`src/rtl/fifo_arb_pkg.sv`:
```
// Shared types and width helpers for the FIFO write-port arbiter.
// The state enum, the clog2 helper and default index widths live here.
package fifo_arb_pkg;

  typedef enum logic {
    IDLE  = 1'b0,
    BURST = 1'b1
  } state_t;

  // Ceiling log2, but never narrower than one bit so indices stay legal.
  function automatic int clog2(input int value);
    int result;
    result = 0;
    while ((1 << result) < value) begin
      result = result + 1;
    end
    if (result == 0) begin
      result = 1;
    end
    return result;
  endfunction

  localparam int DEFAULT_NUM_REQ    = 4;
  localparam int DEFAULT_DATA_WIDTH = 8;
  localparam int DEFAULT_MAX_BURST  = 4;
  localparam int DEFAULT_IDX_W      = clog2(DEFAULT_NUM_REQ);
  localparam int DEFAULT_CNT_W      = clog2(DEFAULT_MAX_BURST + 1);

endpackage

```
`src/rtl/fifo_wr_arbiter_rr_pick.sv`:
```
// Rotate-priority encoder: first set request at or above rr_ptr, wrapping to 0.
module rr_pick
  import fifo_arb_pkg::*;
#(
  parameter int NUM_REQ = DEFAULT_NUM_REQ,
  parameter int IDX_W   = clog2(NUM_REQ)
) (
  input  logic [NUM_REQ-1:0] req,
  input  logic [IDX_W-1:0]   rr_ptr,
  output logic [IDX_W-1:0]   winner,
  output logic               any
);

  function automatic logic [IDX_W-1:0] wrap_add(input logic [IDX_W-1:0] base, input int offset);
    int sum;
    sum = int'(base) + offset;
    if (sum >= NUM_REQ) begin
      sum = sum - NUM_REQ;
    end
    return IDX_W'(sum);
  endfunction

  // Scan from the farthest offset down so the nearest set bit wins last.
  always_comb begin
    winner = '0;
    for (int off = NUM_REQ - 1; off >= 0; off--) begin
      if (req[wrap_add(rr_ptr, off)]) begin
        winner = wrap_add(rr_ptr, off);
      end
    end
  end

  assign any = |req;

endmodule

```
`src/rtl/fifo_wr_arbiter.sv`:
```
// Round-robin burst arbiter sharing one fifo_async write port among NUM_REQ producers.
// Honours fifo_full, caps bursts at MAX_BURST words and rotates priority after each burst.
module fifo_wr_arbiter
  import fifo_arb_pkg::*;
#(
  parameter int  NUM_REQ    = DEFAULT_NUM_REQ,
  parameter int  DATA_WIDTH = DEFAULT_DATA_WIDTH,
  parameter int  MAX_BURST  = DEFAULT_MAX_BURST,
  localparam int IDX_W      = clog2(NUM_REQ),
  localparam int CNT_W      = clog2(MAX_BURST + 1)
) (
  input  logic                          clk,
  input  logic                          reset_n,
  input  logic [NUM_REQ-1:0]            req,
  input  logic [NUM_REQ*DATA_WIDTH-1:0] req_data,
  output logic [NUM_REQ-1:0]            ack,
  input  logic                          fifo_full,
  output logic                          fifo_write_en,
  output logic [DATA_WIDTH-1:0]         fifo_data_in,
  output logic                          busy,
  output logic [IDX_W-1:0]              owner
);

  state_t           state;
  logic [IDX_W-1:0] rr_ptr;
  logic [IDX_W-1:0] winner;
  logic [IDX_W-1:0] next_ptr;
  logic [CNT_W-1:0] burst_cnt;
  logic             any;
  logic             owner_req;
  logic             accept;
  logic             last_word;
  logic             exit_burst;

  rr_pick #(
    .NUM_REQ (NUM_REQ),
    .IDX_W   (IDX_W)
  ) u_rr_pick (
    .req    (req),
    .rr_ptr (rr_ptr),
    .winner (winner),
    .any    (any)
  );

  assign owner_req  = req[owner];
  assign accept     = (state == BURST) && owner_req && !fifo_full;
  assign last_word  = accept && (burst_cnt == CNT_W'(MAX_BURST - 1));
  assign exit_burst = (state == BURST) && (last_word || !owner_req);
  assign next_ptr   = (owner == IDX_W'(NUM_REQ - 1)) ? '0 : owner + IDX_W'(1);

  // Reset low must silence the write port immediately, even mid-burst.
  assign fifo_write_en = accept && reset_n;
  assign ack           = (accept && reset_n) ? (NUM_REQ'(1) << owner) : '0;
  assign fifo_data_in  = (state == BURST) ? req_data[int'(owner)*DATA_WIDTH +: DATA_WIDTH] : '0;

  always_ff @(posedge clk) begin
    if (!reset_n) begin
      state     <= IDLE;
      rr_ptr    <= '0;
      owner     <= '0;
      burst_cnt <= '0;
      busy      <= 1'b0;
    end else begin
      case (state)
        IDLE: begin
          if (any) begin
            owner     <= winner;
            burst_cnt <= '0;
            state     <= BURST;
            busy      <= 1'b1;
          end
        end
        BURST: begin
          if (accept) begin
            burst_cnt <= burst_cnt + CNT_W'(1);
          end
          // A capped last word and a release in the same cycle give one exit.
          if (exit_burst) begin
            state  <= IDLE;
            busy   <= 1'b0;
            rr_ptr <= next_ptr;
          end
        end
        default: state <= IDLE;
      endcase
    end
  end

endmodule

```
`config.mk`:
```
export PLATFORM = sky130hd
export DESIGN_NAME = fifo_wr_arbiter
export DESIGN_NICKNAME = d
export VERILOG_FILES = /design/src/rtl/fifo_arb_pkg.sv /design/src/rtl/fifo_wr_arbiter_rr_pick.sv /design/src/rtl/fifo_wr_arbiter.sv
export SDC_FILE = /design/constraint.sdc
export NUM_CORES = 1
export LEC_CHECK = 0
export ABC_AREA = 1
export BUFFER_PORTS_ARGS = -buffer_cell sky130_fd_sc_hd__buf_2
export CORE_UTILIZATION = 25
export DETAILED_ROUTE_END_ITERATION = 10
export PLACE_DENSITY_LB_ADDON = 0.1
export SYNTH_ARGS = -nofsm -noshare
export SYNTH_HDL_FRONTEND = slang
export SYNTH_SLANG_ARGS = --single-unit
```
`constraint.sdc`:
```
create_clock -name clk -period 1.85 [get_ports clk]
set_clock_uncertainty 0.1 [all_clocks]
set_input_delay 0.185 -clock clk [delete_from_list [all_inputs] [get_ports clk]]
set_output_delay 0.185 -clock clk [all_outputs]
set_load 0.005 [all_outputs]
```
==> impl_metrics.yaml <==
critical_path:
  startpoint_type: "register"
  cp_data_arrival_time_ns: 1.44
  path_class: "register to output pin"
  crit_fanout: 8
  required_ns: 1.56
  endpoint_kind: "output pin"
timing:
  maxSlewHeadroom_pct: 69.5
  finalCritPeriodShare_pct: 93.3
  rsz0062_at_grt: "yes"
  drv_slew: 0
  finalHoldViolCount: 0
  fin_crit_ns: 1.73
  setup_tns_ns: 0
  clock.fmax_ghz: 0.579
  worstMarginPinSlew_ns: 0.458
  setup_violations: 0
synthesis:
  synth_cell_type_count: 27
  ys_warn_count: 0
  synth-seq-cells: 9
  syn_nets: 216
  syn_area_per_cell_um2: 5.90
  netlist_instances: 171
  syn_area_mm2: 0.00101
  ys_seq_area_share_pct: 17.9
floorplan:
  io-pin-count: 55
  start_util_pct: 26.7
  rows: 22
  floorplan.die_area_mm2: 0.00429
  die_w_um: 65.5
  core_area_mm2: 0.00377
  die_h_um: 65.5
cells_and_area:
  n_antenna_cell: 0
  area_growth_pct: 39.3
  final_core_util_pct: 37.3
  nets: 276
  drive_gt1_share_pct: 39.6
clock_tree:
  numCtsBuffers: 3
  cts.sinks: 9
  cts_tree: "yes"
  htreeDepth: 1
  clock_latency_ns: 0.24
  clock-root-buffer: "clkbuf_8"
  hold_buffers: 0
  clkSlewWorstSetupHoldPaths_ns: 0.05
  cts_max_path_buffers: 2
global_routing:
  gr-total-overflow: 0
  grt_pass1_wl_mm: 4.73
  antenna_found_initial: 0
  grt_util_all_layers_pct: 14.0
  grt_max_degree: 17
  grt_pass1_vias: 1077
power_and_ir_drop:
  leakage_nw: 0.753
  pwr-share-comb_pct: 54.0
  seq_power_share_pct: 24.6
  vdd_drop_max_v: 0.000385
  switching_power_uw: 476
  switching_share_pct: 43.1
  powerDensity_mw_per_mm2: 787
  p_clk_share_pct: 21.4
  intPower_uw: 630
outcome:
  status: "completed"
detailed_routing:
  routedWlPerCell_um: 10.6
  wirelength_mm: 2.95
  drc: 0
  drtAntennaViolNets: 0
  vias: 1218
  dr_wl_met2_mm: 1.30
  top_layer_used: "met4"
  detail_route.iter0.violations: 29
  drt_first_pass_iters: 4
  wl_met3_um: 204
  m1WireLength_mm: 1.42
  vias_per_cell: 4.38
placed_design:
  dp_hpwl_mm: 2.31
  place.gp.congestion: 0.758
  io_buffers: 54
min_path:
  worst_hold_path_type: "primary input to register"
run:
  drv_cap: 0
stage by stage:
step / std cells / worst slack [ns] / cell area [µm²] / power, mW / hold slack, ns
2_1_floorplan: 171 / 0.402 / 1010 / 0.687 / 0.227
3_3_place_gp: 270 / 0.261 / 1310 / 0.860 / 0.370
3_5_place_dp: 270 / 0.205 / 1310 / 0.852 / 0.367
4_1_cts: 276 / 0.0685 / 1380 / 1.11 / 0.159
5_1_grt: 278 / -0.00996 / 1410 / 1.22 / 0.219
6_report: 278 / 0.123 / 1410 / 1.11 / 0.178
final timing paths:
check	end	slack, ns	startpoint	depth (start not counted)
hold / removal	rr_ptr[1]	0.18	reset_n	3
setup / recovery	ack[2]	0.12	owner[0]	8
hold reg to reg	burst_cnt[1]	0.37	burst_cnt[1]	2
setup reg to reg	owner[0]	0.32	rr_ptr[0]	11
kinds of logic (layout without fill, tap and decap cells):
logic type,count (synthesis),after routing,synth area share (%)
adder cells (fa/ha/maj),6,6,7.44
AO/OA/AOI/OAI,36,36,20.1
flip-flops,9,9,17.9
buffers and inverters,30,89,14.4
AND/OR/NAND/NOR,90,90,40.2
what timing repair did:
action | CTS | global route
endpoints found under the setup margin | 7 | 5
resized for setup | 1 | 5
pin swaps | 0 | 1
setup buffers | 2 | 2
endpoints found under the hold margin | 0 | 0
per-layer routing:
metal	GRT usage (%)	vias up
li1	-	661
met1	18.6	523
met2	22.7	32
met3	2.78	2
met4	4.08	0
met5	0	-
cell usage in the layout (no fill, tap or decap), types with 3 or more instances in the layout:
master	netlist	routed
a21oi_1	10	10
nand2_1	26	26
clkbuf_8	0	3
ha_1	6	6
nor2_1	42	41
inv_2	5	4
buf_4	0	8
dfxtp_1	9	7
inv_1	15	15
o21ai_1	4	4
buf_2	2	54
nand2_2	4	3
nand3_1	10	10
o21ai_0	17	17
worst max-delay path, stage by stage, from the launching register on:
cell     delay (ns)
dfxtp_4        0.38
inv_4          0.08
nand2_1        0.06
nand3_2        0.06
nand2_2        0.08
nor3_4         0.23
nand2_4        0.10
nor2_1         0.09
buf_2          0.11
final cells by class:
cell class	instances	area, µm²
Fill cell	445	2370
Inverter	23	92.6
Clock inverter	1	5.00
Tap cell	48	60.1
Timing Repair Buffer	62	330
Multi-Input combinational cell	132	691
Sequential cell	9	185
Clock buffer	3	41.3
power groups by stage:
stage	clock, mW	combinational (mW)	sequential (mW)
2_1_floorplan	0	0.437	0.250
3_3_place_gp	0	0.590	0.270
4_1_cts	0.244	0.597	0.268
6_report	0.237	0.597	0.272
5_1_grt	0.249	0.689	0.278
3_5_place_dp	0	0.581	0.271
cells in the mapped netlist:
| cell | number | area (µm²) |
|---|---|---|
| inv_2 | 5 | 18.8 |
| buf_6 | 3 | 33.8 |
| dfxtp_1 | 9 | 180 |
| nand4_1 | 2 | 12.5 |
| nand2_4 | 1 | 11.3 |
| clkinv_2 | 1 | 5.00 |
| nor2_1 | 42 | 158 |
| nor3_4 | 1 | 16.3 |
| or2_4 | 1 | 8.76 |
| a21oi_1 | 10 | 50.1 |
| inv_1 | 15 | 56.3 |
| o21ai_0 | 17 | 85.1 |
| o22ai_2 | 1 | 12.5 |
| a21oi_2 | 2 | 17.5 |
| nand3_1 | 10 | 50.1 |
| ha_1 | 6 | 75.1 |
| clkinv_1 | 1 | 3.75 |
| or2_2 | 1 | 6.26 |
| o21ai_2 | 2 | 17.5 |
| nand2_1 | 26 | 97.6 |
| nand2_2 | 4 | 25.0 |
| buf_2 | 2 | 10.0 |
| inv_4 | 1 | 6.26 |
| clkbuf_1 | 1 | 3.75 |
| clkbuf_4 | 1 | 7.51 |
| o21ai_1 | 4 | 20.0 |
| nand3_2 | 2 | 20.0 |
sequential cells by signal, summed over array words and instances (netlist names):
name	count
burst_cnt	3
busy	1
owner	2
rr_ptr	2
state	1
Note: power is estimated with default switching activity, not from simulation.
